File: src/rtl/muldiv_seq_if.sv
// Operand/result bundle between the control unit and the iterative multiply/divide unit.
interface muldiv_seq_if #(
    parameter int WIDTH = 32
);
    logic             start;
    logic [1:0]       op;
    logic [WIDTH-1:0] a;
    logic [WIDTH-1:0] b;
    logic             busy;
    logic             done;
    logic [WIDTH-1:0] hi;
    logic [WIDTH-1:0] lo;
    logic             div_zero;

    modport master (
        output start, op, a, b,
        input  busy, done, hi, lo, div_zero
    );

    modport slave (
        input  start, op, a, b,
        output busy, done, hi, lo, div_zero
    );
endinterface

File: src/rtl/muldiv_seq.sv
// Iterative MULT/MULTU/DIV/DIVU unit: one shift-add or restoring-divide step per clock,
// operating on magnitudes with sign correction applied in a final FIX cycle.
module muldiv_seq #(
    parameter int WIDTH = 32
) (
    input  logic         clk,
    input  logic         reset,
    muldiv_seq_if.slave  bus
);
    localparam int CNT_W = $clog2(WIDTH + 1);
    localparam logic [CNT_W-1:0] CNT_INIT = CNT_W'(WIDTH);
    localparam logic [CNT_W-1:0] CNT_LAST = CNT_W'(1);

    typedef enum logic [1:0] {IDLE, RUN, FIX} state_t;

    state_t             state;
    logic [CNT_W-1:0]   cnt;
    logic               is_div;
    logic               neg_res;
    logic               neg_rem;
    logic               zero_div;
    logic [WIDTH-1:0]   addend;
    logic [2*WIDTH-1:0] prod;
    logic [WIDTH-1:0]   rem;

    function automatic logic [WIDTH-1:0] neg_if(input logic neg, input logic [WIDTH-1:0] v);
        return neg ? (~v + 1'b1) : v;
    endfunction

    function automatic logic [2*WIDTH-1:0] neg2_if(input logic neg, input logic [2*WIDTH-1:0] v);
        return neg ? (~v + 1'b1) : v;
    endfunction

    // Operand decode at the accepting edge
    logic             op_signed;
    logic             op_div;
    logic             sign_a;
    logic             sign_b;
    logic             b_zero;
    logic [WIDTH-1:0] mag_a;
    logic [WIDTH-1:0] mag_b;

    assign op_signed = ~bus.op[0];
    assign op_div    = bus.op[1];
    assign sign_a    = op_signed & bus.a[WIDTH-1];
    assign sign_b    = op_signed & bus.b[WIDTH-1];
    assign b_zero    = (bus.b == '0);
    assign mag_a     = neg_if(sign_a, bus.a);
    assign mag_b     = neg_if(sign_b, bus.b);

    // One iteration step: multiply adds into the upper half, divide shifts the dividend into rem
    logic [WIDTH:0] add_sum;
    logic [WIDTH:0] rem_sh;
    logic [WIDTH:0] rem_diff;

    assign add_sum  = {1'b0, prod[2*WIDTH-1:WIDTH]} + (prod[0] ? {1'b0, addend} : '0);
    assign rem_sh   = {rem, prod[WIDTH-1]};
    assign rem_diff = rem_sh - {1'b0, addend};

    always_ff @(posedge clk or posedge reset) begin
        if (reset) begin
            state        <= IDLE;
            cnt          <= '0;
            is_div       <= 1'b0;
            neg_res      <= 1'b0;
            neg_rem      <= 1'b0;
            zero_div     <= 1'b0;
            addend       <= '0;
            prod         <= '0;
            rem          <= '0;
            bus.busy     <= 1'b0;
            bus.done     <= 1'b0;
            bus.hi       <= '0;
            bus.lo       <= '0;
            bus.div_zero <= 1'b0;
        end else begin
            bus.done <= 1'b0;
            case (state)
                IDLE: begin
                    if (bus.start) begin
                        is_div       <= op_div;
                        neg_res      <= sign_a ^ sign_b;
                        neg_rem      <= sign_a;
                        zero_div     <= op_div & b_zero;
                        addend       <= op_div ? mag_b : mag_a;
                        prod         <= {{WIDTH{1'b0}}, (op_div ? mag_a : mag_b)};
                        rem          <= '0;
                        cnt          <= CNT_INIT;
                        bus.div_zero <= 1'b0;
                        bus.busy     <= 1'b1;
                        state        <= (op_div && b_zero) ? FIX : RUN;
                    end
                end
                RUN: begin
                    cnt <= cnt - 1'b1;
                    if (is_div) begin
                        // A set borrow bit means the trial subtraction failed: keep the shifted remainder
                        rem              <= rem_diff[WIDTH] ? rem_sh[WIDTH-1:0] : rem_diff[WIDTH-1:0];
                        prod[WIDTH-1:0]  <= {prod[WIDTH-2:0], ~rem_diff[WIDTH]};
                    end else begin
                        prod <= {add_sum, prod[WIDTH-1:1]};
                    end
                    if (cnt == CNT_LAST) state <= FIX;
                end
                FIX: begin
                    bus.busy <= 1'b0;
                    bus.done <= 1'b1;
                    state    <= IDLE;
                    if (zero_div) begin
                        bus.div_zero <= 1'b1;
                    end else if (is_div) begin
                        bus.lo <= neg_if(neg_res, prod[WIDTH-1:0]);
                        bus.hi <= neg_if(neg_rem, rem);
                    end else begin
                        {bus.hi, bus.lo} <= neg2_if(neg_res, prod);
                    end
                end
                default: state <= IDLE;
            endcase
        end
    end
endmodule

File: src/flat_wrapper.sv
// flat-port wrapper written by rule: the top's interface ports become plain ports
module muldiv_seq_flat 
#(
    parameter int WIDTH = 32
)
  (clk, reset, bus_start, bus_op, bus_a, bus_b, bus_busy, bus_done, bus_hi, bus_lo, bus_div_zero);
  muldiv_seq_if #(.WIDTH(WIDTH)) bus_i ();
  input  logic clk;
  input  logic reset;
  input wire logic [$bits(bus_i.start)-1:0] bus_start;
  input wire logic [$bits(bus_i.op)-1:0] bus_op;
  input wire logic [$bits(bus_i.a)-1:0] bus_a;
  input wire logic [$bits(bus_i.b)-1:0] bus_b;
  output wire logic [$bits(bus_i.busy)-1:0] bus_busy;
  output wire logic [$bits(bus_i.done)-1:0] bus_done;
  output wire logic [$bits(bus_i.hi)-1:0] bus_hi;
  output wire logic [$bits(bus_i.lo)-1:0] bus_lo;
  output wire logic [$bits(bus_i.div_zero)-1:0] bus_div_zero;
  assign bus_i.start = bus_start;
  assign bus_i.op = bus_op;
  assign bus_i.a = bus_a;
  assign bus_i.b = bus_b;
  assign bus_busy = bus_i.busy;
  assign bus_done = bus_i.done;
  assign bus_hi = bus_i.hi;
  assign bus_lo = bus_i.lo;
  assign bus_div_zero = bus_i.div_zero;
  muldiv_seq #(.WIDTH(WIDTH)) u_core (.clk(clk), .reset(reset), .bus(bus_i));
endmodule
File: config.mk
export PLATFORM = sky130hd
export DESIGN_NAME = muldiv_seq_flat
export DESIGN_NICKNAME = d
export VERILOG_FILES = /design/src/rtl/muldiv_seq_if.sv /design/src/rtl/muldiv_seq.sv /design/src/flat_wrapper.sv
export SDC_FILE = /design/constraint.sdc
export NUM_CORES = 1
export LEC_CHECK = 0
export BUFFER_PORTS_ARGS = -buffer_cell sky130_fd_sc_hd__buf_2
export CAP_MARGIN = 20
export CORE_ASPECT_RATIO = 1.25
export CORE_MARGIN = 5
export CORE_UTILIZATION = 47
export DETAILED_ROUTE_END_ITERATION = 6
export HOLD_SLACK_MARGIN = 0.06
export PLACE_DENSITY = 0.68
export SETUP_SLACK_MARGIN = 0.15
export SYNTH_ARGS = -nofsm -noshare
export SYNTH_HDL_FRONTEND = slang
export SYNTH_SLANG_ARGS = --single-unit
File: constraint.sdc
create_clock -name clk -period 5.6 [get_ports clk]
set_clock_uncertainty 0.2 [all_clocks]
set_input_delay 0.28 -clock clk [delete_from_list [all_inputs] [get_ports clk]]
set_output_delay 0.28 -clock clk [all_outputs]
set_load 0.02 [all_outputs]
==> results of run 1 <==
## synthesized netlist by cell type, types with 10 or more instances
cell type  count
o21ai_0      225
dfrtp_1      207
nor2b_1       15
o31ai_1       37
nor3_1        37
o211ai_1      28
o21a_1        11
xnor2_1      101
nor2_1       156
clkbuf_1     100
a21oi_1      145
nand4_1       12
buf_1         12
o41ai_1       17
inv_1         77
o221ai_1      10
nor4_1        26
nand3_1       36
ha_1          70
nand2b_1      20
or4_1         18
a31oi_1       21
or3_1         19
xor2_1        91
mux2i_1       61
a21o_1        17
a22o_1        11
a211oi_1      32
nand2_1      259
## power groups by stage
stage / combinational, uW / clock [uW] / sequential [uW]
6_report: 7480 / 1610 / 3150
5_1_grt: 8210 / 1700 / 3260
4_1_cts: 7430 / 1630 / 3130
3_5_place_dp: 7330 / 0 / 3160
3_3_place_gp: 7230 / 0 / 3130
2_1_floorplan: 5290 / 0 / 3030
## layer usage
metal,vias up,share of wire,global-route usage
li1,7377,-,-
met1,7312,0.40,0.321
met2,503,0.49,0.466
met3,151,0.042,0.0258
met4,0,0.073,0.160
met5,-,0,0
## per-stage QoR
step	area (um2)	hold slack (ns)
6_report	18100	0.0713
5_1_grt	18100	0.0976
2_1_floorplan	16000	0.169
4_1_cts	18100	0.0602
3_5_place_dp	16900	0.252
3_3_place_gp	16900	0.248
## registers in the layout, indices dropped and copies added (netlist names), 2 cells and up
name / flops
u_core.prod: 64
u_core.addend: 32
u_core.bus.hi: 32
u_core.bus.lo: 32
u_core.rem: 32
u_core.cnt: 6
u_core.state: 2
## layout make-up
type | count | area, um2 | share of cell area
clock buffer | 32 | 671 | 0.0371
clock inverter | 12 | 133 | 0.00734
sequential | 207 | 5180 | 0.287
multi-input combinational | 1597 | 10100 | 0.558
timing repair buffer | 189 | 1180 | 0.0652
inverter | 77 | 293 | 0.0162
tap | 423 | 529 | 0.0293
## logic make-up after synthesis
family                     Yosys count  synth area share
AOI/OAI and AO/OA                  622             0.240
muxes                               61            0.0381
buffers and inverters              197            0.0476
xor gates and xnor gates           192             0.105
adders and majority gates           72            0.0572
and+or+nand+nor                    650             0.189
DFF                                207             0.323
## final timing paths
path                              startpoint          endpoint  slack, ns
setup / recovery           u_core.addend[17]     u_core.rem[3]       1.19
hold / removal                      bus_b[6]  u_core.addend[6]       0.07
setup reg to reg           u_core.addend[17]     u_core.rem[3]       1.19
hold reg to reg             u_core.bus.hi[8]  u_core.bus.hi[8]       0.26
max in group asynchronous              reset    u_core.prod[6]       4.20
min in group asynchronous              reset   u_core.prod[41]       0.29
## worst register-to-register path: cells and delay by family (launching register included)
| family | cells | cell delay (ns) |
|---|---|---|
| flops | 1 | 0.39 |
| buf+inv | 2 | 0.55 |
| fa+ha+maj | 1 | 0.38 |
| compound gates | 7 | 2.16 |
| simple gates | 2 | 0.59 |
==> run summary, run 1 <==
The flow ran to the end, and the final reports show no timing, DRC or antenna violations. Entering global routing, the biggest net connects 140 pins. The library cell used most frequently in the layout, excluding fill and tap cells, is nand2_1. The logs give 15.3k for the routed via count and 0 for the remaining routing DRC violations.

In this run the number of cells on the critical path is 12. The async set-reset flop share out of synthesis was 1.00; the routed via count divided by cell count was 6.05. The HPWL after detailed placement is 39.7 mm. The initial core utilization is 0.477.

Clock-pin slew was measured on the worst setup and hold paths at 0.06 ns. The first TritonRoute pass finished after 6 iterations. The largest single stage delay on the critical path is 0.88 ns. For the pin with the worst max-slew slack, the measured transition is 1.03 ns. Pin placement for this block handled 136 I/O pins. The area growth from synthesis to layout is 12.9%, and the share of total power in sequential cells is 0.258. The clock sink count came out at 207. The count of buffers inserted at the top-level ports was 135; the count of buffer and inverter cells on the critical path was 2.

After the flow finishes, the layout carries non-filler instances totaling 2537. The tools report the total die area as 37900 um2. The logs give 0 for the count of warnings emitted by yosys and 0 for the number of antenna violations at the first check in global routing.

The run gives 0 as the post-cts sizing count. The logs give 0.427 mV for the peak supply drop and 33600 um2 for the core region area. The number of failing setup endpoints in the final timing report is 0, and the areal power density over the cells is 677 nW/um2. The min-delay analysis places its worst path in the category input port to flip-flop. STA classifies the critical path startpoint as a flip-flop. The TritonCTS buffer count is 24, and the cell-internal power is 6090 uW.

The logs give 0.131 for the relative contribution of the clock network to total power and 1.25 ns for the worst setup timing slack at the placement stage. Subtracting the final worst setup slack from the clock period gives 4.41 ns. In this run, post-CTS hold repair placed 34 buffers. The synthesized area per cell works out to 8.00 um2.

The net count after synthesis came out at 2142. The final worst-path cycle share works out to 0.787. The die width is 175 um, and the floorplan row count is 75. The sum of negative setup slack was 0 ns; the slack of the critical path was 1.19 ns. In the layout the commonest cells are nand2_1, o21ai_0, dfrtp_1.

The global-route congestion overflow total came out at 0. The number of nets at the end of the flow is 2237, and the maximum root-to-sink buffer count is 3. The floorplan step set the die height to 216 um. The count of cells along the worst hold path works out to 5. Synthesis instantiated 68 different standard cells from the library. Summed over all layers, the routed wires come to 52.1 mm. The tools report the global placer's final weighted congestion as 0.940. Root buffer selected by CTS: clkbuf_16. For the worst flop-to-flop path, the logic depth is 12. The number of antenna-violating nets in the routed design was 0; the synthesized netlist cell count was 2001.

The run gives 12200 uW as the total power. The tool flagged a number of max-cap violations equal to 0. The logs give 0.53 ns for the clock latency reported for the late side of the worst-skew pair and 0 for the number of diodes added for antenna fixing. Yosys attributes the largest share of cell area to dfrtp_1, o21ai_0, nand2_1, xnor2_1, ha_1. The cell total after placement was 2459; the power spent charging and discharging nets was 6140 uW.

The tools report the arrival time at the worst endpoint as 4.59 ns. After the first detailed-routing iteration, the DRC count stood at 1215. The post-synthesis instance area is 16000 um2. Final hold violation count: 0. Share of Yosys cell area claimed by the top area cell type: 0.323.

The biggest fanout along the worst timing path works out to 14. The final core utilization is 0.538, and the combinational group share of total power is 0.611. By startpoint and endpoint, the worst setup path is classified as flip-flop to flip-flop.

After clock tree synthesis, the setup repair step added 0 buffers. For the maximum operating frequency, the log shows 227 MHz. The tools report the number of fillers in the final layout as 3175. The element type at the critical path end is a flip-flop. The wire length of the first global-routing pass came out at 81.9 mm.

Setup repair after global routing left no endpoint under its margin. TritonCTS built the clock tree. The share of layout cells above drive strength 1 was 0.103; the number of synthesized flops with an enable pin was 0. After detailed routing, the average wire length per cell comes to 20.6 um. The run gives 14.9k as the via count of the first global-routing pass. The global-route usage over all layers came out at 0.268. The headroom to the max-slew limit was 0.299. The kind of cell with the highest combined delay along the critical path is compound AO/OA/AOI/OAI gates. The logs give 0 for the number of max-slew violations in the final report and 5.79 ns for the required time at the endpoint of the critical path. The tools report the number of H-tree branching levels as 1. The switching part of the total came out at 0.502. The library cell with the largest summed area after synthesis was dfrtp_1. In this run the static leakage power is 0.00786 uW.

The standard cell with the maximum stage delay on the critical path was a2111oi_0. The leading register cell type out of synthesis is dfrtp_1. After synthesis the netlist holds a flip-flop and latch count of 207. Traced cell by cell, the critical path runs through inv_1 > ha_1 > a211o_1 > a21oi_1 > a21boi_0 > o21bai_1 > a2111oi_0 > or4_1 > nand3_2 > buf_4 > a32oi_1 > o21ai_0. The share of synthesized area occupied by flip-flops and latches came out at 0.323.
No activity file was read; power rests on OpenSTA's default activity.
==> run 2: changes to the inputs <==
--- a/config.mk
+++ b/config.mk
@@ -5,6 +5,7 @@
 export SDC_FILE = /design/constraint.sdc
 export NUM_CORES = 1
 export LEC_CHECK = 0
+export ABC_AREA = 1
 export BUFFER_PORTS_ARGS = -buffer_cell sky130_fd_sc_hd__buf_2
 export CAP_MARGIN = 20
 export CORE_ASPECT_RATIO = 1.25
@@ -12,7 +13,7 @@
 export CORE_UTILIZATION = 47
 export DETAILED_ROUTE_END_ITERATION = 6
 export HOLD_SLACK_MARGIN = 0.06
-export PLACE_DENSITY = 0.68
+export PLACE_DENSITY = 0.67
 export SETUP_SLACK_MARGIN = 0.15
 export SYNTH_ARGS = -nofsm -noshare
 export SYNTH_HDL_FRONTEND = slang
==> constraint.sdc (replaced) <==
create_clock -name clk -period 3.75 [get_ports clk]
set_clock_uncertainty 0.2 [all_clocks]
set_input_delay 0.1875 -clock clk [delete_from_list [all_inputs] [get_ports clk]]
set_output_delay 0.1875 -clock clk [all_outputs]
set_load 0.02 [all_outputs]
==> run 2 against run 1 <==
Utilization increased by 1.3 points. Global-route usage increased by 5.9 points. Register-to-register slack got worse by 0.62 ns. Synthesized area increased by 20%. Hold slack improved by 0.020 ns. Die area increased by 19%. Clock power increased by 70%. Via count increased by 43%. Count of clock-buffer cells in the layout decreased by 1. Design area increased by 23%. Non-clock buffer count increased by 66. Sequential cell count unchanged. Largest power group is now the clock network.
==> run summary, run 2 <==
The headroom to the max-slew limit was 0.389 (was 0.299); the final worst-path cycle share was 0.914. The run gives 60.6 mm (was 39.7 mm) as the total half-perimeter wirelength after legalization and detailed placement. The count of buffers inserted at the top-level ports was 135 (unchanged); the flip-flop count of the largest register, all copies and words added was 64 (unchanged). The number of cell instances on the worst register-to-register path was 15 (was 12); the number of nets at the end of the flow was 3480 (was 2237).

TritonCTS built the clock tree. The die width was 191 um (was 175 um); the count of warnings emitted by yosys was 0 (unchanged). The routed via count divided by cell count is 5.61 (was 6.05). The areal power density over the cells is 242 nW/um2 (was 677 nW/um2). Aggregate routed wire length: 76.2 mm (was 52.1 mm). The async set-reset flop share out of synthesis was 1.00 (unchanged).

The TritonCTS buffer count was 24 (unchanged). I/O pin count: 136 (unchanged). Top area cells in the synthesized netlist: dfrtp_1, nand2_1, inv_1, nand3_1, nor2_1 (was dfrtp_1, o21ai_0, nand2_1, xnor2_1, ha_1). The vertical die dimension is 236 um (was 216 um), and the core region area is 40300 um2 (was 33600 um2). The leading register cell type out of synthesis was dfrtp_1 (unchanged).

The tools report the count of unique library cells instantiated by Yosys as 51 (was 68). The logs give 0.0114 uW (was 0.00786 uW) for the leakage power figure and 3766 (was 2459) for the cell total after placement. Count of cells along the worst hold path: 5 (unchanged). The peak supply drop came out at 0.280 mV (was 0.427 mV). The clock latency reported for the late side of the worst-skew pair is 0.55 ns (was 0.53 ns). For the global-route usage over all layers, the log shows 0.327 (was 0.268). The mean routed wirelength per cell was 19.5 um (was 20.6 um).

The post-route standard cell area excluding fillers was 22200 um2 (was 18100 um2). The slack of the critical path is 0.323 ns (was 1.19 ns), and the clock period minus final worst setup slack is 3.43 ns. Setup repair after global routing left no endpoint under its margin. The logs give 116 mm (was 81.9 mm) for the wire length of the first global-routing pass and 0 (unchanged) for the number of diodes added for antenna fixing.

The maximum number of pins on one net before global-route repair was 101 (was 140); the worst setup timing slack at the placement stage was 0.650 ns (was 1.25 ns). The net count after synthesis came out at 3298 (was 2142). The number of buffers inserted by post-CTS setup repair is 0 (unchanged), and the synthesized area per cell is 6.09 um2 (was 8.00 um2). The run finished with clean final reports.

For this run, the top clock speed supported by timing is 292 MHz. The number of antenna-violating nets in the routed design is 0 (unchanged). Register ranked first by flip-flop count: u_core.prod (unchanged).

The tools report the root buffer selected by CTS as clkbuf_16 (unchanged). The element type at the critical path end was a flip-flop (unchanged). The final hold violation count was 0 (unchanged); the number of synthesized flops with an enable pin was 0 (unchanged). The logs give 1 (unchanged) for the number of H-tree branching levels and 0 ns (unchanged) for the sum of negative setup slack.

The number of antenna violations at the first check in global routing was 0 (unchanged). The path type of the worst setup path was input port to flip-flop (was flip-flop to flip-flop). The iteration count of the initial detailed-routing pass is 7 (was 6).

The library cell with the largest summed area after synthesis was dfrtp_1 (unchanged). The run gives 4124 (was 3175) as the number of fillers in the final layout. The logs give 3901 (was 2537) for the number of standard cells in the layout, taps in and fillers out and 4.03 ns (was 5.79 ns) for the required time at the endpoint of the critical path.

For the area of placed instances, the log shows 20400 um2 (was 16900 um2). Highest-count cells in the layout ignoring fill and taps: nand2_1, inv_1, nor2_1 (was nand2_1, o21ai_0, dfrtp_1). The slew of the pin with the lowest slew margin was 0.916 ns (was 1.03 ns). The logs give 2175 (was 1215) for the number of DRC markers after the initial detailed-route iteration and 3 (unchanged) for the maximum root-to-sink buffer count.

The synthesized flop and latch total works out to 207 (unchanged). Most common library cell in the layout ignoring fill and taps: nand2_1 (unchanged). Global placer's final weighted congestion: 1.02 (was 0.940). Synth top cells by count: nand2_1, inv_1, nor2_1 (was nand2_1, o21ai_0, dfrtp_1). The share of Yosys cell area claimed by the top area cell type came out at 0.269 (was 0.323). Via count of the first global-routing pass: 20.5k (was 14.9k).

The number of max-slew violations in the final report came out at 0 (unchanged). The area growth from synthesis to layout was 15.6% (was 12.9%). The clock-pin slew on the worst setup and hold paths came out at 0.07 ns (was 0.06 ns).

The logs give 207 (unchanged) for the clock sink count and 0.269 (was 0.323) for the share of synthesized area occupied by flip-flops and latches. The tools report the routed via count as 21.9k (was 15.3k). The worst hold margin is 0.0915 ns (was 0.0713 ns), and the share of layout cells above drive strength 1 is 0.0870 (was 0.103).

For the total die area, the log shows 45100 um2 (was 37900 um2). The tools report the post-synthesis instance area as 19200 um2 (was 16000 um2). For the number of failing setup endpoints in the final timing report, the log shows 0 (unchanged). The global-route congestion overflow total was 0 (unchanged). The most instantiated library cell after synthesis is nand2_1 (unchanged). The class of the worst hold path was input port to flip-flop (unchanged). Remaining routing DRC violations: 0 (unchanged). The startpoint kind of the worst setup timing path was an input port (was a flip-flop). The run gives 0.477 (about the same) as the initial core utilization.

Floorplan row count: 82 (was 75). The biggest fanout along the worst timing path is 8 (was 14). For the count of max-cap constraint violations, the log shows 0 (unchanged).

Arrival time at the worst endpoint: 3.71 ns (was 4.59 ns). The synthesized netlist cell count came out at 3157 (was 2001).
-- run 2: layer usage --
| metal | vias up | GRT usage | wire length [um] |
|---|---|---|---|
| li1 | 10500 | - | - |
| met1 | 10300 | 0.432 | 31300 |
| met2 | 905 | 0.538 | 35600 |
| met3 | 188 | 0.0390 | 5280 |
| met4 | 0 | 0.143 | 3990 |
| met5 | - | 0 | 0 |
-- run 2: kinds of logic after synthesis --
family | synth area share
buffers and inverters | 0.108
and+or+nand+nor | 0.406
AOI/OAI and AO/OA | 0.137
xor gates and xnor gates | 0.0328
DFF | 0.269
adders and majority gates | 0.0476
-- run 2: final cells by class --
class | count | area [um2] | area share
multi-input combinational | 2427 | 12000 | 0.541
clock buffer | 31 | 677 | 0.0304
tap | 546 | 683 | 0.0307
sequential | 207 | 5180 | 0.233
timing repair buffer | 255 | 1850 | 0.0831
inverter | 424 | 1600 | 0.0718
clock inverter | 11 | 231 | 0.0104
-- run 2: timing repair --
action | 4_1_cts | 5_1_grt
hold buffers | 93 | 0
resized for setup | 0 | 3
endpoints found under the setup margin | 0 | 2
hold endpoints to repair | 274 | 0
-- run 2: report_power, final --
| part | switching, uW | leakage, uW | internal (uW) |
|---|---|---|---|
| Combinational | 268 | 0.00852 | 143 |
| Sequential | 0 | 0.00243 | 2230 |
| Clock | 1050 | 0.000443 | 1690 |
-- run 2: critical path, stage by stage --
cell,delay (ns)
dlygate4sd3_1,0.53
buf_2,0.14
nor2_1,0.13
nand2_1,0.11
nor2_4,0.23
nand2_1,0.14
nor2_1,0.17
nand2_1,0.09
nand2_1,0.07
nand2_1,0.06
dlygate4sd3_1,0.56
nand2_1,0.05
dlygate4sd3_1,0.54
nand2_1,0.05
o211ai_1,0.08
dlygate4sd3_1,0.56
-- run 2: stage by stage --
step                power (uW)   util
global route              5540  0.551
finish                    5390  0.551
floorplan                 2480      -
global placement          2620  0.505
CTS                       5420  0.551
detailed placement        2620  0.505
-- run 2: final timing paths --
kind,slack (ns),endpoint,startpoint
worst min-delay path,0.09,u_core.prod[20],bus_a[20]
worst max-delay path,0.32,u_core.addend[21],bus_a[3]
max in group asynchronous,1.83,u_core.rem[27],reset
min in group asynchronous,0.58,u_core.bus.lo[10],reset
worst min register to register,0.27,u_core.bus.busy,u_core.bus.busy
worst max register to register,0.57,u_core.prod[49],u_core.prod[0]
